[src/rtl/hevc_bin_pkg.sv]
// rtl/hevc_bin_pkg.sv - shared HEVC part_mode binarization types and constants
package hevc_bin_pkg;

  typedef enum logic [2:0] {
    PART_2NX2N = 3'd0,
    PART_2NXN  = 3'd1,
    PART_NX2N  = 3'd2,
    PART_NXN   = 3'd3,
    PART_2NXNU = 3'd4,
    PART_2NXND = 3'd5,
    PART_NLX2N = 3'd6,
    PART_NRX2N = 3'd7
  } part_mode_e;

  typedef enum logic [1:0] {
    ST_IDLE   = 2'd0,
    ST_DECODE = 2'd1,
    ST_FINISH = 2'd2
  } debin_state_e;

  // Bin-tree shape chosen once per request from the captured configuration
  typedef enum logic [1:0] {
    CLS_INTRA_MIN   = 2'd0,
    CLS_INTER_SHORT = 2'd1,
    CLS_INTER_NXN   = 2'd2,
    CLS_INTER_AMP   = 2'd3
  } bin_class_e;

  localparam logic PRED_INTRA = 1'b0;
  localparam logic PRED_INTER = 1'b1;

endpackage

[src/rtl/part_mode_debin.sv]
// rtl/part_mode_debin.sv - part_mode syntax element de-binarizer
module part_mode_debin
  import hevc_bin_pkg::*;
(
  input  logic       clk,
  input  logic       rst_n,
  input  logic       start,
  input  logic [7:0] cu_size,
  input  logic [7:0] min_cu_size,
  input  logic       amp_enable,
  input  logic       pred_mode,
  input  logic       bin_valid,
  input  logic       bin_in,
  output logic       bin_ready,
  output logic [2:0] part_mode,
  output logic [2:0] bin_count,
  output logic       done,
  output logic       error
);

  debin_state_e state;
  bin_class_e   cls;
  bin_class_e   start_cls;
  logic [1:0]   bin_idx;
  logic [1:0]   bins_seen;
  logic         start_err;
  logic         start_direct;
  logic         dec_final;
  part_mode_e   dec_mode;

  always_comb begin
    start_err    = cu_size < min_cu_size;
    start_direct = start_err || (pred_mode == PRED_INTRA && cu_size > min_cu_size);
    if (pred_mode == PRED_INTRA)
      start_cls = CLS_INTRA_MIN;
    else if (cu_size == min_cu_size)
      start_cls = (cu_size == 8'd8) ? CLS_INTER_SHORT : CLS_INTER_NXN;
    else if (amp_enable)
      start_cls = CLS_INTER_AMP;
    else
      start_cls = CLS_INTER_SHORT;
  end

  // bins_seen[0] is the previous bin, bins_seen[1] the one before it
  always_comb begin
    dec_final = 1'b1;
    dec_mode  = PART_2NX2N;
    if (cls == CLS_INTRA_MIN) begin
      dec_mode = bin_in ? PART_2NX2N : PART_NXN;
    end else if (bin_idx == 2'd0) begin
      dec_final = bin_in;
    end else begin
      case (cls)
        CLS_INTER_SHORT: dec_mode = bin_in ? PART_2NXN : PART_NX2N;
        CLS_INTER_NXN: begin
          if (bin_idx == 2'd1) begin
            dec_final = bin_in;
            dec_mode  = PART_2NXN;
          end else begin
            dec_mode = bin_in ? PART_NX2N : PART_NXN;
          end
        end
        default: begin
          if (bin_idx == 2'd1) begin
            dec_final = 1'b0;
          end else if (bin_idx == 2'd2) begin
            dec_final = bin_in;
            dec_mode  = bins_seen[0] ? PART_2NXN : PART_NX2N;
          end else if (bins_seen[1]) begin
            dec_mode = bin_in ? PART_2NXND : PART_2NXNU;
          end else begin
            dec_mode = bin_in ? PART_NRX2N : PART_NLX2N;
          end
        end
      endcase
    end
  end

  always_ff @(posedge clk or negedge rst_n) begin
    if (!rst_n) begin
      state     <= ST_IDLE;
      cls       <= CLS_INTRA_MIN;
      bin_idx   <= 2'd0;
      bins_seen <= 2'd0;
      bin_ready <= 1'b0;
      done      <= 1'b0;
      error     <= 1'b0;
      part_mode <= 3'd0;
      bin_count <= 3'd0;
    end else begin
      done <= 1'b0;
      case (state)
        ST_IDLE: begin
          if (start) begin
            cls       <= start_cls;
            bin_idx   <= 2'd0;
            bins_seen <= 2'd0;
            error     <= start_err;
            part_mode <= PART_2NX2N;
            bin_count <= 3'd0;
            if (start_direct) begin
              state <= ST_FINISH;
              done  <= 1'b1;
            end else begin
              state     <= ST_DECODE;
              bin_ready <= 1'b1;
            end
          end
        end
        ST_DECODE: begin
          if (bin_valid) begin
            bins_seen <= {bins_seen[0], bin_in};
            bin_idx   <= bin_idx + 2'd1;
            if (dec_final) begin
              state     <= ST_FINISH;
              bin_ready <= 1'b0;
              done      <= 1'b1;
              part_mode <= dec_mode;
              bin_count <= {1'b0, bin_idx} + 3'd1;
            end
          end
        end
        default: state <= ST_IDLE;
      endcase
    end
  end

endmodule

[config.mk]
export PLATFORM = sky130hd
export DESIGN_NAME = part_mode_debin
export DESIGN_NICKNAME = d
export VERILOG_FILES = /design/src/rtl/hevc_bin_pkg.sv /design/src/rtl/part_mode_debin.sv
export SDC_FILE = /design/constraint.sdc
export NUM_CORES = 1
export LEC_CHECK = 0
export BUFFER_PORTS_ARGS = -buffer_cell sky130_fd_sc_hd__buf_2
export CAP_MARGIN = 20
export CORE_MARGIN = 3
export CORE_UTILIZATION = 48
export CTS_BUF_LIST = sky130_fd_sc_hd__clkbuf_8
export DETAILED_ROUTE_END_ITERATION = 6
export PLACE_DENSITY = 0.73
export RECOVER_POWER = 100
export SYNTH_ARGS = -nofsm -noshare
export SYNTH_HDL_FRONTEND = slang
export SYNTH_SLANG_ARGS = --single-unit
[constraint.sdc]
create_clock -name clk -period 4.3 [get_ports clk]
set_clock_uncertainty 0.1 [all_clocks]
set_input_delay 0.645 -clock clk [delete_from_list [all_inputs] [get_ports clk]]
set_output_delay 0.645 -clock clk [all_outputs]
set_load 0.02 [all_outputs]
=== Word level (Yosys, flattened, before mapping) ===
Cells that the tools add are included.

* Muxes and demuxes: 50
* Reduce and logical (&&, ||, !) cells: 11
* $lt $le $gt $ge: 2
* Bitwise logic cells: 1
* Equality and inequality tests: 11
* Add/subtract/negate cells: 2

{| class="wikitable"
|+ Operators with widths
! cell !! count
|-
| $mux W2 || 16
|-
| $mux W3 || 9
|-
| $pmux W3 S2 || 3
|-
| $mux W1 || 16
|-
| $pmux W2 S2 || 3
|-
| $eq A8 B4 Y1 const B || 1
|-
| $eq A8 B8 Y1 || 1
|-
| $gt A8 B8 Y1 || 1
|-
| $lt A8 B8 Y1 || 1
|-
| $ne A2 B2 Y1 const B || 4
|-
| $eq A2 B1 Y1 const B || 3
|-
| $logic_not A2 Y1 || 3
|-
| $pmux W1 S2 || 3
|-
| $reduce_and A3 Y1 || 2
|-
| $reduce_and A5 Y1 || 1
|-
| $eq A2 B2 Y1 const B || 2
|-
| $reduce_and A4 Y1 || 1
|-
| $add A2 B1 Y3 const B || 1
|-
| $add A2 B1 Y2 const B || 1
|-
| $reduce_and A2 Y1 || 1
|-
| $reduce_bool A2 Y1 || 1
|-
| $logic_and A1 B1 Y1 || 1
|-
| $logic_or A1 B1 Y1 || 1
|-
| $not A1 Y1 || 1
|}

* Word-level logic and storage cells: 86
* Input bits: 23
* Output and inout port bits: 9
* Bits in registers: 17

=== Longest topological paths before layout ===
* Word-level depth: 10
* Depth in mapped cells: 7
* Mapped depth without buffers: 7

=== Worst setup path after synthesis ===
No wires, ideal clock.

* Path kind: input -> register
* From: input bin_in
* To: register bin_count[0]
* Required time: 4075 ps
* Buffers on the path: 1
* Stages: 6
* Slack: 2214 ps
* Data arrival time: 1861 ps
* Cells stage by stage: buf_6 -> nand2b_4 -> a211oi_2 -> o21ai_4 -> o22ai_4 -> mux2_4

* Cells in the longest elaborated chain, start to end: 7
* Elaborated cells between the ends (all ways): 8
* Classes of those cells: eq/ne: 1; mux: 6; reduce/logical: 1

{| class="wikitable"
|+ RTL lines
! item !! RTL line !! source
|-
| start: declaration || part_mode_debin.sv:13 || <nowiki>input logic bin_in,</nowiki>
|-
| $mux W1 || part_mode_debin.sv:66 || <nowiki>end else if (bin_idx == 2'd2) begin</nowiki>
|-
| $mux W1 || part_mode_debin.sv:64 || <nowiki>if (bin_idx == 2'd1) begin</nowiki>
|-
| $pmux W1 S2 || part_mode_debin.sv:53 || <nowiki>case (cls)</nowiki>
|-
| $mux W1 (*) || part_mode_debin.sv:50 || <nowiki>end else if (bin_idx == 2'd0) begin</nowiki>
|-
| $mux W1 (*) || part_mode_debin.sv:48 || <nowiki>if (cls == CLS_INTRA_MIN) begin</nowiki>
|-
| $ne A2 B2 Y1 (no source line) (*) || -- ||
|-
| $reduce_and A4 Y1 (no source line) (*) || -- ||
|-
| end signal: assignment || part_mode_debin.sv:119 || <nowiki>bin_count <= {1'b0, bin_idx} + 3'd1;</nowiki>
|-
| end: declaration || part_mode_debin.sv:16 || <nowiki>output logic [2:0] bin_count,</nowiki>
|}

Every way passes the cells marked *; elsewhere a longest branch is shown, timed or not.
A chain may end at the register's enable or synchronous reset.

=== Final worst setup path ===
* From: register cls[0]
* To: register part_mode[0]

* Cells in the longest elaborated chain, start to end: 7
* Elaborated cells between the ends (all ways): 14
* Classes of those cells: eq/ne: 3; mux: 9; reduce/logical: 2

{| class="wikitable"
|+ RTL lines
! item !! RTL line !! source
|-
| start: declaration || part_mode_debin.sv:22 || <nowiki>bin_class_e cls;</nowiki>
|-
| start signal: assignment || part_mode_debin.sv:95 || <nowiki>cls <= start_cls;</nowiki>
|-
| $eq A2 B2 Y1 or $eq A2 B1 Y1 (tied branches) || part_mode_debin.sv:53 ||
|-
| $pmux W3 S2 || part_mode_debin.sv:53 ||
|-
| $mux W3 || part_mode_debin.sv:50 ||
|-
| $mux W3 || part_mode_debin.sv:48 ||
|-
| $mux W3 || part_mode_debin.sv:114 || <nowiki>if (dec_final) begin</nowiki>
|-
| $mux W3 || part_mode_debin.sv:111 || <nowiki>if (bin_valid) begin</nowiki>
|-
| $pmux W3 S2 || part_mode_debin.sv:92 || <nowiki>case (state)</nowiki>
|-
| end signal: assignment || part_mode_debin.sv:118 || <nowiki>part_mode <= dec_mode;</nowiki>
|-
| end: declaration || part_mode_debin.sv:15 || <nowiki>output logic [2:0] part_mode,</nowiki>
|}

Parallel ways exist; a longest one is shown, timed or not. The select of a mux whose other input is x is not followed.

==> reports/metrics.cfg <==
[die]
start_util_pct = 53.0
core_area_sq_um = 2340
rows = 17
dieArea_sq_um = 3230
die-width_microns = 56.8
die_h_microns = 56.8
ios = 32

[critical_path]
critical_path_peak_fanout = 7
rrSetupSlack_ns = 1.53
cp_cell_sequence = inv_1, ha_1, inv_1, a211o_1, o21ai_0, o22ai_1, mux2_4
path_buf_inv = 2
crit_path_start_kind = register
slowest_delay_ns = 0.51
rr_worst_depth = 7
r2r_end = part_mode[0]
cp_slowest_cell = o21ai_0
setup.worst_path.end_class = register
rr_startpoint = cls[0]
startpoint = cls[0]
crit_family = compound AO/OA/AOI/OAI gates
worstSetupPathType = register to register
required_ns = 4.34
cp.arrival_ns = 2.81
cp_common_cell = inv_1

[logic_synthesis]
syn_inst = 128
syn_area_sq_um = 1240
synth-seq-area-share_pct = 34.3
synth_seq_cells = 17
synth_edf_count = 0
async_reset_ff_share_pct = 100
avgSynthCellArea_sq_um = 9.69
yosysUniqueCellTypes = 41
yosys_warnings = 0
yosys_most_used_dff = dfrtp_1
synth_fp_nets = 166

[power_and_ir_drop]
power_density_nw_per_um2 = 456
p_leak_uw = 0.000703
power_uw = 647
vdd.ir_drop.worst_mv = 0.244

[clock_network]
max-clock-path-buffers = 2
clk_pin_slew_ns = 0.07
cts_tree = built
clkLatencyLatePin_ns = 0.26
ctsHoldBuffers = 0
cts_resized = 0
cts_setup_buffers = 0
numCtsBuffers = 3
cts_sinks = 17
htreeDepth = 1
clock-root-buffer = clkbuf_8

[drt]
drc = 0
wirelength_microns = 2680
vias = 1045
drt_iter0_markers = 21
wl_per_cell_microns = 14.3
vias_per_cell = 5.56
ant_nets = 0
firstDrtPassIters = 4

[timing]
max_freq_mhz = 361
whs_ns = 0.380
drv_slew = 0
worstMarginPinSlew_ns = 0.922
finalHoldViolCount = 0
grt_setup_unrepaired = false
final-setup-viol-count = 0
min_period_ns = 2.77
relSlewSlack_pct = 38.5
post-route-period-util_pct = 64.5
setup_tns_ns = 0

[global_routing]
grt_busiest_layer = met2
grtUsageMet3_pct = 2.30
grt-ovfl-total = 0
grt_start_max_net_pins = 18
grt_pass1_wl_microns = 4800
use_met1_pct = 20.9
gr-usage-met2_pct = 35.6
grt_pass1_vias = 1098
grt_usage_pct = 18.8
antenna_found_initial = 0

[min_path]
hold_path.class = register to register
holdPathEnd = error
hp-start = error
holdPathStages = 2

[run_status]
status = completed

[cells_and_area]
syn_to_final_growth_pct = 14.3
drive_gt1_share_pct = 20.0
layout.nets = 199
nFillCells = 219
diodes = 0

[run]
drv_cap = 0

[placement]
portBuffers = 31
place_hpwl_microns = 2190
finalWeightedCongestion = 0.957

-- worst min-delay path, stage by stage (launching register included) --
cell and delay [ns]:
dfrtp_1 0.34, nand2_1 0.05, o31ai_1 0.05
-- flip-flops by register name, indices dropped and copies added, names as in the netlist --
register,count
bin_idx,2
cls,2
bin_count,3
bin_ready,1
part_mode,3
done,1
bins_seen,2
error,1
state,2
-- power by group --
group / switching (uW) / leakage, uW / internal, uW
combinational: 178 / 0.000453 / 122
sequential: 27.6 / 0.000225 / 196
clock: 58.8 / 0.0000255 / 64.5
total: 264 / 0.000703 / 383
-- final cells by class --
| class | count | area [sq um] | area share, % |
|---|---|---|---|
| clock buffers | 3 | 41.3 | 2.91 |
| clock inverters | 1 | 5.00 | 0.353 |
| inverters | 15 | 56.3 | 3.97 |
| multi-input cells | 93 | 712 | 50.2 |
| flip-flops and latches | 17 | 425 | 30.0 |
| well taps | 28 | 35.0 | 2.47 |
| repair buffers | 31 | 143 | 10.1 |
-- worst max path at each step --
stage / to / slack [ns] / cells past startpoint
2_1_floorplan: bin_count[0] / 2.21 / 6
3_3_place_gp: bin_ready / 2.09 / 7
3_5_place_dp: part_mode[0] / 2.04 / 7
4_1_cts: part_mode[0] / 2.02 / 7
5_1_grt: bin_count[0] / 1.33 / 7
6_report: part_mode[0] / 1.53 / 7
-- per-stage QoR --
step                      utilization (%)  area [sq um]  std cells  setup WS, ns
after floorplan                         -          1240        128          2.21
after global placement               60.2          1410        184          2.09
after detailed placement             60.2          1410        184          2.04
after CTS                            62.2          1460        188          2.02
after global routing                 60.6          1420        188          1.33
final                                60.6          1420        188          1.53
-- per-layer routing --
layer	vias up	part of all wire, %	wire (microns)
met2	34	51	1360
met3	7	6.0	160
met1	482	41	1100
met4	0	2.2	60
li1	522	-	-
met5	-	0	0
-- cells in the mapped netlist (all sizes together) (2+ instances only) --
| cell | number | share of area [%] |
|---|---|---|
| nor2b | 4 | 2.0 |
| nand2b | 4 | 2.6 |
| a211oi | 2 | 1.6 |
| nor2 | 8 | 2.4 |
| a221o | 2 | 1.6 |
| nand3 | 2 | 0.81 |
| o22ai | 4 | 3.1 |
| dfrtp | 17 | 34 |
| ha | 15 | 15 |
| and2 | 2 | 1.0 |
| o21ai | 6 | 3.3 |
| a21oi | 7 | 2.8 |
| mux2i | 4 | 3.2 |
| nand2 | 9 | 2.7 |
| and2b | 2 | 1.3 |
| a32o | 2 | 1.6 |
| inv | 15 | 4.5 |
| mux2 | 3 | 3.3 |
| nand4 | 2 | 1.0 |
| a22o | 4 | 2.8 |
| buf | 3 | 1.7 |
-- cell usage in the layout, fill, tap and decap left out, types with 2 or more instances in the layout --
cell type and count:
buf_2 21, nand3_1 2, mux2i_1 4, o21ai_0 6, mux2_4 2, nand2_1 9
ha_1 15, inv_1 15, a22o_1 4, a32o_1 2, a221o_1 2, nand4_1 2
nand2b_1 3, clkbuf_8 3, dfrtp_1 17, a21oi_1 7, clkbuf_1 10, nor2b_1 4
nor2_1 8, o22ai_1 4
-- logic make-up after synthesis --
family,synth area share (%)
and+or+nand+nor,16.9
buffers and inverters,6.26
AOI/OAI and AO/OA,20.9
adders and majority gates,15.1
muxes,6.56
DFF,34.3
(Power assumes the default switching activity.)
